## config.mk

```make
export PLATFORM = sky130hd
export DESIGN_NAME = girl_sprite_anim
export DESIGN_NICKNAME = d
export VERILOG_FILES = /design/src/rtl/girl_sprite_anim.sv
export SDC_FILE = /design/constraint.sdc
export NUM_CORES = 1
export LEC_CHECK = 0
export CAP_MARGIN = 20
export CORE_MARGIN = 2
export CORE_UTILIZATION = 60
export CTS_BUF_LIST = sky130_fd_sc_hd__clkbuf_8
export DETAILED_ROUTE_END_ITERATION = 7
export HOLD_SLACK_MARGIN = 0.15
export PLACE_DENSITY = 0.95
export RECOVER_POWER = 50
export SLEW_MARGIN = 15
export SYNTH_ARGS = -nofsm -noshare
export SYNTH_HDL_FRONTEND = slang
export SYNTH_SLANG_ARGS = --single-unit
```

## constraint.sdc

```tcl
create_clock -name vga_clk -period 3.9 [get_ports vga_clk]
set_input_delay 0.78 -clock vga_clk [delete_from_list [all_inputs] [get_ports vga_clk]]
set_output_delay 0.78 -clock vga_clk [all_outputs]
set_load 0.01 [all_outputs]
```

## src/rtl/girl_sprite_anim.sv

```systemverilog
// rtl/girl_sprite_anim.sv - Watergirl walk-animation sequencer and sprite ROM address generator
module girl_sprite_anim #(
  parameter int SPR_W     = 20,
  parameter int SPR_H     = 40,
  parameter int FRAME_DIV = 6
) (
  input  logic        vga_clk,
  input  logic        reset_n,
  input  logic        vsync,
  input  logic [9:0]  DrawX,
  input  logic [9:0]  DrawY,
  input  logic [9:0]  girl_x,
  input  logic [9:0]  girl_y,
  input  logic        move_left,
  input  logic        move_right,
  output logic [11:0] rom_address,
  output logic        sprite_on,
  output logic        facing_right,
  output logic [2:0]  anim_frame
);

  localparam int AW       = 12;
  localparam int CW       = (SPR_W > 1) ? $clog2(SPR_W) : 1;
  localparam int DW       = (SPR_H > 1) ? $clog2(SPR_H) : 1;
  localparam int FRAME_SZ = SPR_W * SPR_H;

  typedef enum logic [0:0] {S_IDLE, S_WALK} state_t;

  state_t         r_state;
  logic           r_vsync;
  logic [9:0]     r_px;
  logic [9:0]     r_py;
  logic           r_facing;
  logic [1:0]     r_walk_idx;
  logic [3:0]     r_div_cnt;
  logic [2:0]     r_anim_frame;

  logic           r_s1_on;
  logic [DW-1:0]  r_s1_dy;
  logic [CW-1:0]  r_s1_col;
  logic           r_s2_on;
  logic [AW-1:0]  r_s2_addr;

  logic           w_tick;
  logic           w_walk;
  logic [1:0]     w_next_idx;
  logic [10:0]    w_x11;
  logic [10:0]    w_y11;
  logic [10:0]    w_px11;
  logic [10:0]    w_py11;
  logic           w_in_box;
  logic [CW-1:0]  w_dx;
  logic [DW-1:0]  w_dy;
  logic [CW-1:0]  w_col;
  logic [AW-1:0]  w_addr;

  assign w_tick     = vsync & ~r_vsync;
  assign w_walk     = move_left ^ move_right;
  assign w_next_idx = r_walk_idx + 2'd1;

  always_ff @(posedge vga_clk or negedge reset_n) begin
    if (!reset_n) begin
      r_vsync <= 1'b1;
      r_px    <= '0;
      r_py    <= '0;
    end else begin
      r_vsync <= vsync;
      if (w_tick) begin
        r_px <= girl_x;
        r_py <= girl_y;
      end
    end
  end

  // Movement is sampled only on the frame tick so the pose never changes mid-frame.
  always_ff @(posedge vga_clk or negedge reset_n) begin
    if (!reset_n) begin
      r_state      <= S_IDLE;
      r_facing     <= 1'b0;
      r_walk_idx   <= '0;
      r_div_cnt    <= '0;
      r_anim_frame <= '0;
    end else if (w_tick) begin
      case (r_state)
        S_IDLE: begin
          if (w_walk) begin
            r_state      <= S_WALK;
            r_facing     <= move_right;
            r_walk_idx   <= '0;
            r_div_cnt    <= '0;
            r_anim_frame <= 3'd1;
          end
        end
        S_WALK: begin
          if (!w_walk) begin
            r_state      <= S_IDLE;
            r_walk_idx   <= '0;
            r_div_cnt    <= '0;
            r_anim_frame <= 3'd0;
          end else if (move_right != r_facing) begin
            r_facing     <= move_right;
            r_walk_idx   <= '0;
            r_div_cnt    <= '0;
            r_anim_frame <= 3'd1;
          end else if (r_div_cnt == 4'(FRAME_DIV - 1)) begin
            r_div_cnt    <= '0;
            r_walk_idx   <= w_next_idx;
            r_anim_frame <= {1'b0, w_next_idx} + 3'd1;
          end else begin
            r_div_cnt    <= r_div_cnt + 4'd1;
          end
        end
        default: r_state <= S_IDLE;
      endcase
    end
  end

  // 11-bit compare keeps px+SPR_W from wrapping near the right edge.
  assign w_x11    = {1'b0, DrawX};
  assign w_y11    = {1'b0, DrawY};
  assign w_px11   = {1'b0, r_px};
  assign w_py11   = {1'b0, r_py};
  assign w_in_box = (w_x11 >= w_px11) && (w_x11 < w_px11 + 11'(SPR_W)) &&
                    (w_y11 >= w_py11) && (w_y11 < w_py11 + 11'(SPR_H));
  assign w_dx     = CW'(DrawX - r_px);
  assign w_dy     = DW'(DrawY - r_py);
  assign w_col    = r_facing ? (CW'(SPR_W - 1) - w_dx) : w_dx;

  assign w_addr = AW'(r_anim_frame) * AW'(FRAME_SZ) +
                  AW'(r_s1_dy) * AW'(SPR_W) + AW'(r_s1_col);

  always_ff @(posedge vga_clk or negedge reset_n) begin
    if (!reset_n) begin
      r_s1_on   <= 1'b0;
      r_s1_dy   <= '0;
      r_s1_col  <= '0;
      r_s2_on   <= 1'b0;
      r_s2_addr <= '0;
    end else begin
      r_s1_on   <= w_in_box;
      r_s1_dy   <= w_dy;
      r_s1_col  <= w_col;
      r_s2_on   <= r_s1_on;
      r_s2_addr <= r_s1_on ? w_addr : '0;
    end
  end

  assign rom_address  = r_s2_addr;
  assign sprite_on    = r_s2_on;
  assign facing_right = r_facing;
  assign anim_frame   = r_anim_frame;

endmodule

```

==> results of run 1 <==
-- cells by family after synthesis --
| kind of cell | after synthesis | synth area share (%) |
|---|---|---|
| compound gates | 99 | 17.08 |
| xor+xnor | 34 | 7.697 |
| fa+ha+maj | 66 | 22.12 |
| buf+inv | 47 | 4.786 |
| flops | 57 | 36.90 |
| mux | 4 | 1.164 |
| simple gates | 78 | 10.25 |
-- power breakdown --
part / internal, mW / switching, mW
clock network: 0.235 / 0.226
registers: 0.688 / 0.0752
logic: 0.623 / 0.626
total: 1.55 / 0.927
-- per-layer routing --
layer  wire [µm]  vias up  share of wire [%]  GRT usage (%)
li1            -     1473                  -              -
met1        3186     1382                 42          26.95
met2        3934       71                 52          41.70
met3         361       10                4.7          6.686
met4         131        0                1.7          9.238
met5           0        -                  0              0
-- cells in the mapped netlist (all sizes together) --
library cell | number | area share (%)
a41oi | 1 | 0.23
nor4b | 1 | 0.23
nor4 | 2 | 0.49
o2111ai | 3 | 0.68
nor3 | 5 | 0.78
o21a | 5 | 0.97
and3 | 2 | 0.32
xnor2 | 26 | 5.9
nand3 | 4 | 0.52
fa | 4 | 2.1
a21o | 14 | 2.7
inv | 39 | 3.8
a31oi | 1 | 0.16
a2111oi | 2 | 0.61
nand2 | 31 | 3.0
a211o | 1 | 0.23
nand2b | 3 | 0.49
nor2b | 3 | 0.49
nor3b | 1 | 0.32
o31ai | 4 | 1.2
dfstp | 1 | 0.68
a31o | 1 | 0.45
a21oi | 25 | 3.2
clkbuf | 6 | 0.58
o21ai | 35 | 4.8
o21bai | 1 | 0.19
and3b | 1 | 0.23
nand4 | 2 | 0.32
xor2 | 8 | 1.8
or3 | 2 | 0.32
o211ai | 1 | 0.19
o41ai | 2 | 0.84
a221o | 1 | 0.26
mux2 | 4 | 1.2
dfrtp | 56 | 36
buf | 2 | 0.42
and2 | 11 | 1.8
ha | 62 | 20
nor2 | 10 | 0.97
o22ai | 2 | 0.32
-- flip-flops by register name (all words and copies together) (netlist names) --
register      count
r_vsync           1
facing_right      1
r_px             10
r_s1_dy           6
r_s1_on           1
anim_frame        3
r_state           1
rom_address      12
r_s1_col          5
sprite_on         1
r_div_cnt         4
r_py             10
r_walk_idx        2
-- per-stage QoR --
stage | std cells | cell area, µm² | utilization, % | setup slack, ns | total power [mW]
global placement | 517 | 4549 | 72.47 | 1.159 | 1.944
finish | 533 | 4710 | 75.02 | 1.071 | 2.473
floorplan | 385 | 3869 | - | 1.258 | 1.706
detailed placement | 517 | 4549 | 72.47 | 1.035 | 2.017
global route | 533 | 4710 | 75.02 | 0.8614 | 2.695
CTS | 533 | 4711 | 75.04 | 1.078 | 2.489
-- final timing paths --
check                             from  slack (ns)         endpoint
min in group asynchronous      reset_n        0.75   rom_address[0]
setup / recovery            r_s1_dy[1]        1.07  rom_address[11]
hold / removal             r_s1_col[1]        0.47   rom_address[1]
max in group asynchronous      reset_n        2.01          r_vsync
hold reg to reg            r_s1_col[1]        0.47   rom_address[1]
setup reg to reg            r_s1_dy[1]        1.07  rom_address[11]
-- final cells by class --
| type | count | share of cell area, % |
|---|---|---|
| multi-input cells | 281 | 47.95 |
| flip-flops and latches | 57 | 30.31 |
| repair buffers | 63 | 13.15 |
| inverters | 39 | 3.108 |
| clock buffers | 10 | 2.922 |
| well taps | 77 | 2.046 |
| clock inverters | 6 | 0.5048 |
==> summary.md, run 1 <==
| Metric | Value |
|---|---|
| Die area | 7106 µm² |
| Via/cell ratio | 5.508 |
| Max incr delay on CP | 0.43 ns |
| Leading cell types in the layout, fill and taps excluded | 62 x ha_1, 58 x clkdlybuf4s50_1, 56 x dfrtp_1, 41 x inv_1, 31 x nand2_1 |
| Maxcap violations | 0 |
| Final hold vios | 0 |
| Fin crit period | between 2 and 3 ns |
| HP Class | register to register |
| ANT nets after route | 0 |
| CTS tree | yes |
| First-pass DRT Iterations | 4 |
| Initial antenna violation count | 0 |
| Residual DRC | 0 |
| FF/Latch Area | 1428 µm² |
| Antenna cells | 0 |
| FP Rows | 29 |
| Unrepaired setup endpoints after global routing | false |
| Hold Path Stages | 1 |
| Slowest CP cell | fa_1 |
| CP Capture Type | register |
| IO buf count | 61 |
| Tot GR Track Use | 23.59% |
| Setup TNS | 0 ns |
| Cell mode on critical path | ha_1 |
| Post_cts resized | 0 |
| Worst skew pair latency | 0.34 ns |
| Net Count, Synth | 496 |
| Most common cell after layout, fill and taps aside | ha_1 |
| Layout Nets | about 560 |
| Final Cycle Share | between 70% and 80% |
| Vias in the first global route | between 3000 and 4000 |
| Worst hold slack | between 0.4 and 0.5 ns |
| Status | completed |
| Dpl hpwl | between 5000 and 6000 µm |
| Yosys cell types | 49 |
| Layout cells sized above 1 | under 10% |
| Multi-input gate area | ~2300 µm² |
| Global-route wire length before repair | ~13000 µm |
| Clk slew on worst S/H paths | 0.06 ns |
| Leakage | 2.245 nW |
| Root Buffer | clkbuf_8 |
| Yosys warning count | 0 |
| Stages on the worst setup path | 10 |
| Clock sink count | 57 |
| GRT overflow | 0 |
| Worst slew margin | 7.079% |
| Die Ht | 84.30 µm |
| WP data required | between 4 and 5 ns |
| Post-Syn Instances | 385 |
| Worst path top cell family by delay | adder cells |
| Vias after detailed routing | 2936 |
| Slew Limit Fails | 0 |
| I/O pin count | 62 |
| Htree depth | 3 |
| Register area share after synthesis | roughly 37% |
| Max Fclk | 0.3534 GHz |
| Worst Skew | roughly 0.012 ns |
| Cell area after synthesis | 3869 µm² |
| Starting Density | 61.63% |
| CTS Hold Buffers Added | 0 |
| Largest net degree at the start of global routing | 42 |
| Synthesis-to-layout area growth | 21.73% |
| FF+latch count, synth | 57 |
| WS Path Type | register to register |
| Die width | 84.30 µm |
| Final Setup Violations | 0 |
| Crit start category | register |
| Wirelength per Cell | 14.29 µm |
| Critical path arrival | 3.05 ns |
| Max VDD drop | 432.2 µV |
| Path depth of the worst reg2reg path | 10 |
| Clock Tree Buf Depth | 2 |
| Power per cell area | between 500 and 600 nW/µm² |
| Final RePlAce weighted congestion | 0.8972 |
| Crit path cell chain | ha_1 > ha_1 > fa_1 > ha_1 > nand3_1 > o22ai_1 > o41ai_2 > o21ai_1 > xnor2_1 > and2_1 |
| Worst-Margin Slew | 1.394 ns |
| Setup repair bufs after CTS | 0 |
| WP buf/inv | 0 |
| Core footprint | about 6300 µm² |
| FILL cells | slightly above 400 |
| CP max FO | 4 |
| DRT iter0 DRCs | 90 |
| Total CTS buffers | 9 |
| Routed WL | roughly 7600 µm |
| Avg Inst Size Synth | between 10 and 15 µm² |
Power figures use the tool's default switching activity.
==> inputs of run 2 (changes only) <==
Settings changed: CORE_UTILIZATION 60 to 51, PLACE_DENSITY 0.95 to 0.88.
Clock period 3.9 ns to 2.4 ns, I/O delays scaled along.
==> run 2 against run 1 <==
The run now ends with negative setup slack left. Sequential share of layout area is 3.3 points lower. Count of clock-buffer cells in the layout is 1 higher. Final cell count is 11% higher. Critical path type unchanged. Largest cell class unchanged.
==> summary.md, run 2 (synthesis results as in run 1) <==
| Metric | Value |
|---|---|
| Max VDD drop | around 440 µV |
| Final hold vios | 0 |
| Final Setup Violations | 5 |
| Htree depth | 3 |
| FILL cells | 490 |
| Layout cells sized above 1 | 20.24% |
| Starting Density | 53.05% |
| CP Capture Type | register |
| Routed WL | 9273 µm |
| Vias in the first global route | 3264 |
| FP Rows | 31 |
| DRT iter0 DRCs | between 100 and 150 |
| Die area | 8298 µm² |
| Core footprint | approximately 7300 µm² |
| CP startpoint | r_s1_dy[1] |
| Power per cell area | 989.6 nW/µm² |
| Initial antenna violation count | 0 |
| Unrepaired setup endpoints after global routing | true |
| Final Non-Filler Cells | 593 |
| Launch point of the worst reg-to-reg path | r_s1_dy[1] |
| Slew Limit Fails | 0 |
| Worst skew pair latency | between 0.3 and 0.4 ns |
| Synthesis-to-layout area growth | 37.10% |
| Critical path arrival | between 2 and 3 ns |
| Clock sink count | 57 |
| Largest net degree at the start of global routing | 32 |
| Die width | 91.10 µm |
| IO buf count | 61 |
| Global-route wire length before repair | 14470 µm |
| Worst hold slack | 0.4572 ns |
| Final Util | between 70 and 80% |
| Placed Cells | 571 |
| Layout Nets | 600 |
| Antenna cells | 0 |
| Total CTS buffers | 9 |
| FF/Latch Area | 1430 µm² |
| Most common cell after layout, fill and taps aside | clkdlybuf4s50_1 |
| Leading cell types in the layout, fill and taps excluded | 57 x clkdlybuf4s50_1, 54 x dfrtp_1, 53 x ha_1, 35 x inv_1, 35 x buf_4 |
| Multi-input gate area | 2480 µm² |
| Setup TNS | -0.6601 ns |
| HP Class | register to register |
| Die Ht | ~91 µm |
| Worst Skew | 0.003096 ns |
| CTS tree | yes |
| Maxcap violations | 0 |
| WP data required | 2.65 ns |
| Root Buffer | clkbuf_8 |
| Final Cycle Share | 108.1% |
| Leakage | 2.456 nW |
| Tot GR Track Use | between 20% and 30% |
| Dpl hpwl | 6620 µm |
| Min-delay src | r_s1_col[1] |
| GRT overflow | 0 |
| Clk slew on worst S/H paths | about 0.070 ns |
| Vias after detailed routing | ~3200 |
| Worst R2R Setup Slack | -0.19 ns |
| WS Path Type | register to register |
| Crit start category | register |
| CP max FO | 4 |
| Placement Cell Area | just under 5000 µm² |
| Via/cell ratio | 5.369 |
| Clock Tree Buf Depth | 2 |
| Worst-Margin Slew | about 1.4 ns |
| Wirelength per Cell | 15.64 µm |
| Max reg flops | 12 |
| Fin crit period | between 2 and 3 ns |
| First-pass DRT Iterations | 4 |
| Status | finished, violations left |
| Final Instance Area | between 5000 and 6000 µm² |
| Failing checks | negative setup slack |
| I/O pin count | 62 |
| Worst slew margin | 7.981% |
| Max Fclk | 0.3855 GHz |
| ANT nets after route | 0 |
| Residual DRC | 0 |
| Final RePlAce weighted congestion | 0.8626 |
| Final Worst Setup Slack | -0.1937 ns |
-- run 2: changes by cell type in the layout (fill, tap and decap cells not counted), moves of 3 or more --
| cell | change |
|---|---|
| a21oi_1 | -5 |
| a21oi_2 | +4 |
| and2_0 | -4 |
| and2_1 | +4 |
| buf_4 | +33 |
| ha_1 | -9 |
| ha_4 | +8 |
| inv_1 | -6 |
| o21ai_2 | +3 |
| xnor2_1 | -3 |
| xnor2_2 | +3 |
-- run 2: layout make-up --
class | count | share of cell area, %
clock buffer | 11 | 2.854
clock inverter | 5 | 1.463
inverter | 39 | 2.760
multi-input combinational | 281 | 46.76
sequential | 57 | 26.96
tap | 99 | 2.335
timing repair buffer | 101 | 16.87
-- run 2: critical path, stage by stage, from the launching register on --
cell	delay, ns
dfrtp_1	0.43
ha_4	0.28
ha_4	0.15
fa_2	0.55
ha_4	0.21
nand3_2	0.08
o22ai_2	0.09
o41ai_2	0.32
buf_4	0.18
xnor2_1	0.05
and2_1	0.15
-- run 2: through the flow --
| stage | worst slack (ns) | power [mW] |
|---|---|---|
| 2_1_floorplan | -0.2050 | 2.905 |
| 3_3_place_gp | -0.2352 | 3.614 |
| 3_5_place_dp | -0.3117 | 3.776 |
| 4_1_cts | -0.1802 | 4.951 |
| 5_1_grt | -0.3020 | 5.608 |
| 6_report | -0.1937 | 5.249 |
-- run 2: repair_timing --
item,4_1_cts,5_1_grt
setup endpoints to repair,6,6
gates resized for setup,8,22
pin swaps,18,22
gates cloned,0,0
hold buffers,1,0
setup buffers,2,3
hold endpoints to repair,23,0
-- run 2: worst paths after layout --
path | cells after the start | endpoint
worst min-delay path | 1 | rom_address[1]
worst max register to register | 10 | rom_address[9]
min in group asynchronous | 2 | rom_address[0]
worst max-delay path | 10 | rom_address[9]
max in group asynchronous | 3 | r_s1_dy[2]
worst min register to register | 1 | rom_address[1]
-- run 2: where the power goes --
group	total [mW]	internal (mW)	switching [mW]	leakage, nW
logic	2.93	1.57	1.36	1.62
registers	1.26	1.12	0.143	0.723
clock network	1.06	0.637	0.418	0.115
-- run 2: per-layer routing --
layer  track usage, %  vias to the layer above  wire (µm)  part of all wire (%)
met5                0                        -          0                     0
met4            10.86                        0        238                   2.6
met3            4.730                       22        336                   3.6
met2            39.75                       74       4990                    54
met1            24.85                     1545       3707                    40
li1                 -                     1543          -                     -
==> inputs of run 3 (changes only) <==
Settings changed: CORE_UTILIZATION 51 to 35, PLACE_DENSITY 0.88 to 0.66, SKIP_CTS_REPAIR_TIMING set to 1, SLEW_MARGIN 15 to not set.
==> run 3 against run 2 <==
The run still ends with negative setup slack left. Die area up 44%. Clock skew up 0.0032 ns. Critical path depth up 2. Power down 0.90%. Global-route usage down 7.5 points. Fmax up 2.0%. Critical path type unchanged. Highest routed layer unchanged.
==> summary.md, run 3 (synthesis results as in run 1) <==
| Metric | Value |
|---|---|
| Final Cycle Share | 105.9% |
| Placed Cells | 613 |
| Largest net degree at the start of global routing | 42 |
| CP max FO | 3 |
| Wirelength per Cell | ~13 µm |
| GRT overflow | 0 |
| Max Fclk | 0.3933 GHz |
| Die width | 109.1 µm |
| Failing checks | negative setup slack |
| FP Rows | 38 |
| Slew Limit Fails | 0 |
| Dpl hpwl | 6412 µm |
| I/O pin count | 62 |
| Global-route wire length before repair | 13680 µm |
| CTS tree | yes |
| FILL cells | between 900 and 1000 |
| Slowest CP cell | dfrtp_1 |
| Vias after detailed routing | about 3000 |
| Status | finished, violations left |
| Leakage | 2.444 nW |
| Synthesis-to-layout area growth | 37.58% |
| Max VDD drop | about 620 µV |
| IO buf count | 61 |
| Layout Nets | around 600 |
| Crit path cell chain | ha_4 > ha_4 > fa_2 > a21o_1 > a21oi_2 > xnor2_1 > ha_1 > o21ai_1 > nand2b_1 > o41ai_2 > xnor2_1 > and2_1 |
| WP data required | about 2.6 ns |
| Worst skew pair latency | 0.34 ns |
| Worst slew margin | 16.73% |
| Antenna cells | 0 |
| Total CTS buffers | 9 |
| Final Setup Violations | 3 |
| ANT nets after route | 0 |
| Final RePlAce weighted congestion | 0.8282 |
| Dpl ws | -0.2914 ns |
| Critical path arrival | 2.78 ns |
| Starting Density | a little over a third |
| Layout cells sized above 1 | 19.47% |
| Worst path top cell family by delay | adder cells |
| Core footprint | 10790 µm² |
| Fin crit period | 2.542 ns |
| Clk slew on worst S/H paths | roughly 0.07 ns |
| Most common cell after layout, fill and taps aside | clkdlybuf4s50_1 |
| First-pass DRT Iterations | 4 |
| Crit start category | register |
| HP Class | register to register |
| Htree depth | 3 |
| Worst-Margin Slew | about 1.2 ns |
| Worst hold slack | between 0.4 and 0.5 ns |
| Vias in the first global route | 3033 |
| Final Non-Filler Cells | 633 |
| Clock sink count | 57 |
| Die Ht | 109.1 µm |
| Worst Skew | 0.006250 ns |
| Routed WL | 8287 µm |
| Die area | 11910 µm² |
| Max incr delay on CP | ~0.4 ns |
| Unrepaired setup endpoints after global routing | true |
| WS Path Type | register to register |
| Final hold vios | 0 |
| Via/cell ratio | ~4.8 |
| WP buf/inv | 0 |
| Tot GR Track Use | 14.72% |
| Max reg flops | 12 |
| Residual DRC | 0 |
| Power per cell area | between 900 and 1000 nW/µm² |
| CP Capture Type | register |
| DRT iter0 DRCs | 91 |
| Clock Tree Buf Depth | 2 |
| Maxcap violations | 0 |
| Final Worst Setup Slack | -0.1424 ns |
| Root Buffer | clkbuf_8 |
| Initial antenna violation count | 0 |
| Final Util | 49.32% |
| Leading cell types in the layout, fill and taps excluded | 57 x clkdlybuf4s50_1, 56 x dfrtp_1, 52 x ha_1, 37 x inv_1, 36 x buf_4 |
[run 3: routing by layer]
metal  wire [µm]  GRT usage [%]  up-vias  share of wire (%)
li1            -              -     1544                  -
met1        3568          17.00     1411                 43
met2        4271          26.44       53                 52
met3         342          4.065        9                4.1
met4         104          4.212        0                1.3
met5           0              0        -                  0
[run 3: power breakdown]
group	total [mW]	switching [mW]	internal (mW)
logic	2.99	1.37	1.62
registers	1.24	0.121	1.12
clock network	0.974	0.399	0.575
[run 3: final timing paths]
check,depth (start not counted),slack [ns],end,start
min,1,0.46,rom_address[1],r_s1_col[1]
min reg2reg,1,0.46,rom_address[1],r_s1_col[1]
max,12,-0.14,rom_address[10],r_s1_dy[1]
min in group asynchronous,2,0.92,rom_address[7],reset_n
max reg2reg,12,-0.14,rom_address[10],r_s1_dy[1]
max in group asynchronous,3,0.23,r_vsync,reset_n
[run 3: per-stage QoR]
step | power [mW] | TNS, ns | cell area (µm²)
after floorplan | 2.905 | -0.3162 | 3924
after global placement | 3.676 | -0.7888 | 4943
after detailed placement | 3.773 | -1.033 | 4943
after CTS | 4.777 | -1.014 | 5154
after global routing | 5.610 | -4.497 | 5323
final | 5.201 | -0.3825 | 5323
[run 3: final cells by class]
class / instances / area, µm² / area share, %
inverters: 39 / 146.4 / 2.750
well taps: 140 / 175.2 / 3.291
clock inverters: 7 / 86.33 / 1.622
clock buffers: 9 / 123.9 / 2.327
multi-input cells: 281 / 2460 / 46.22
flip-flops and latches: 57 / 1428 / 26.82
repair buffers: 100 / 903.4 / 16.97
[run 3: worst register-to-register path: stages, from the launching register on]
cell      delay [ns]
dfrtp_1         0.41
ha_4            0.26
ha_4            0.15
fa_2            0.36
a21o_1          0.18
a21oi_2         0.14
xnor2_1         0.08
ha_1            0.34
o21ai_1         0.08
nand2b_1        0.09
o41ai_2         0.08
xnor2_1         0.12
and2_1          0.14
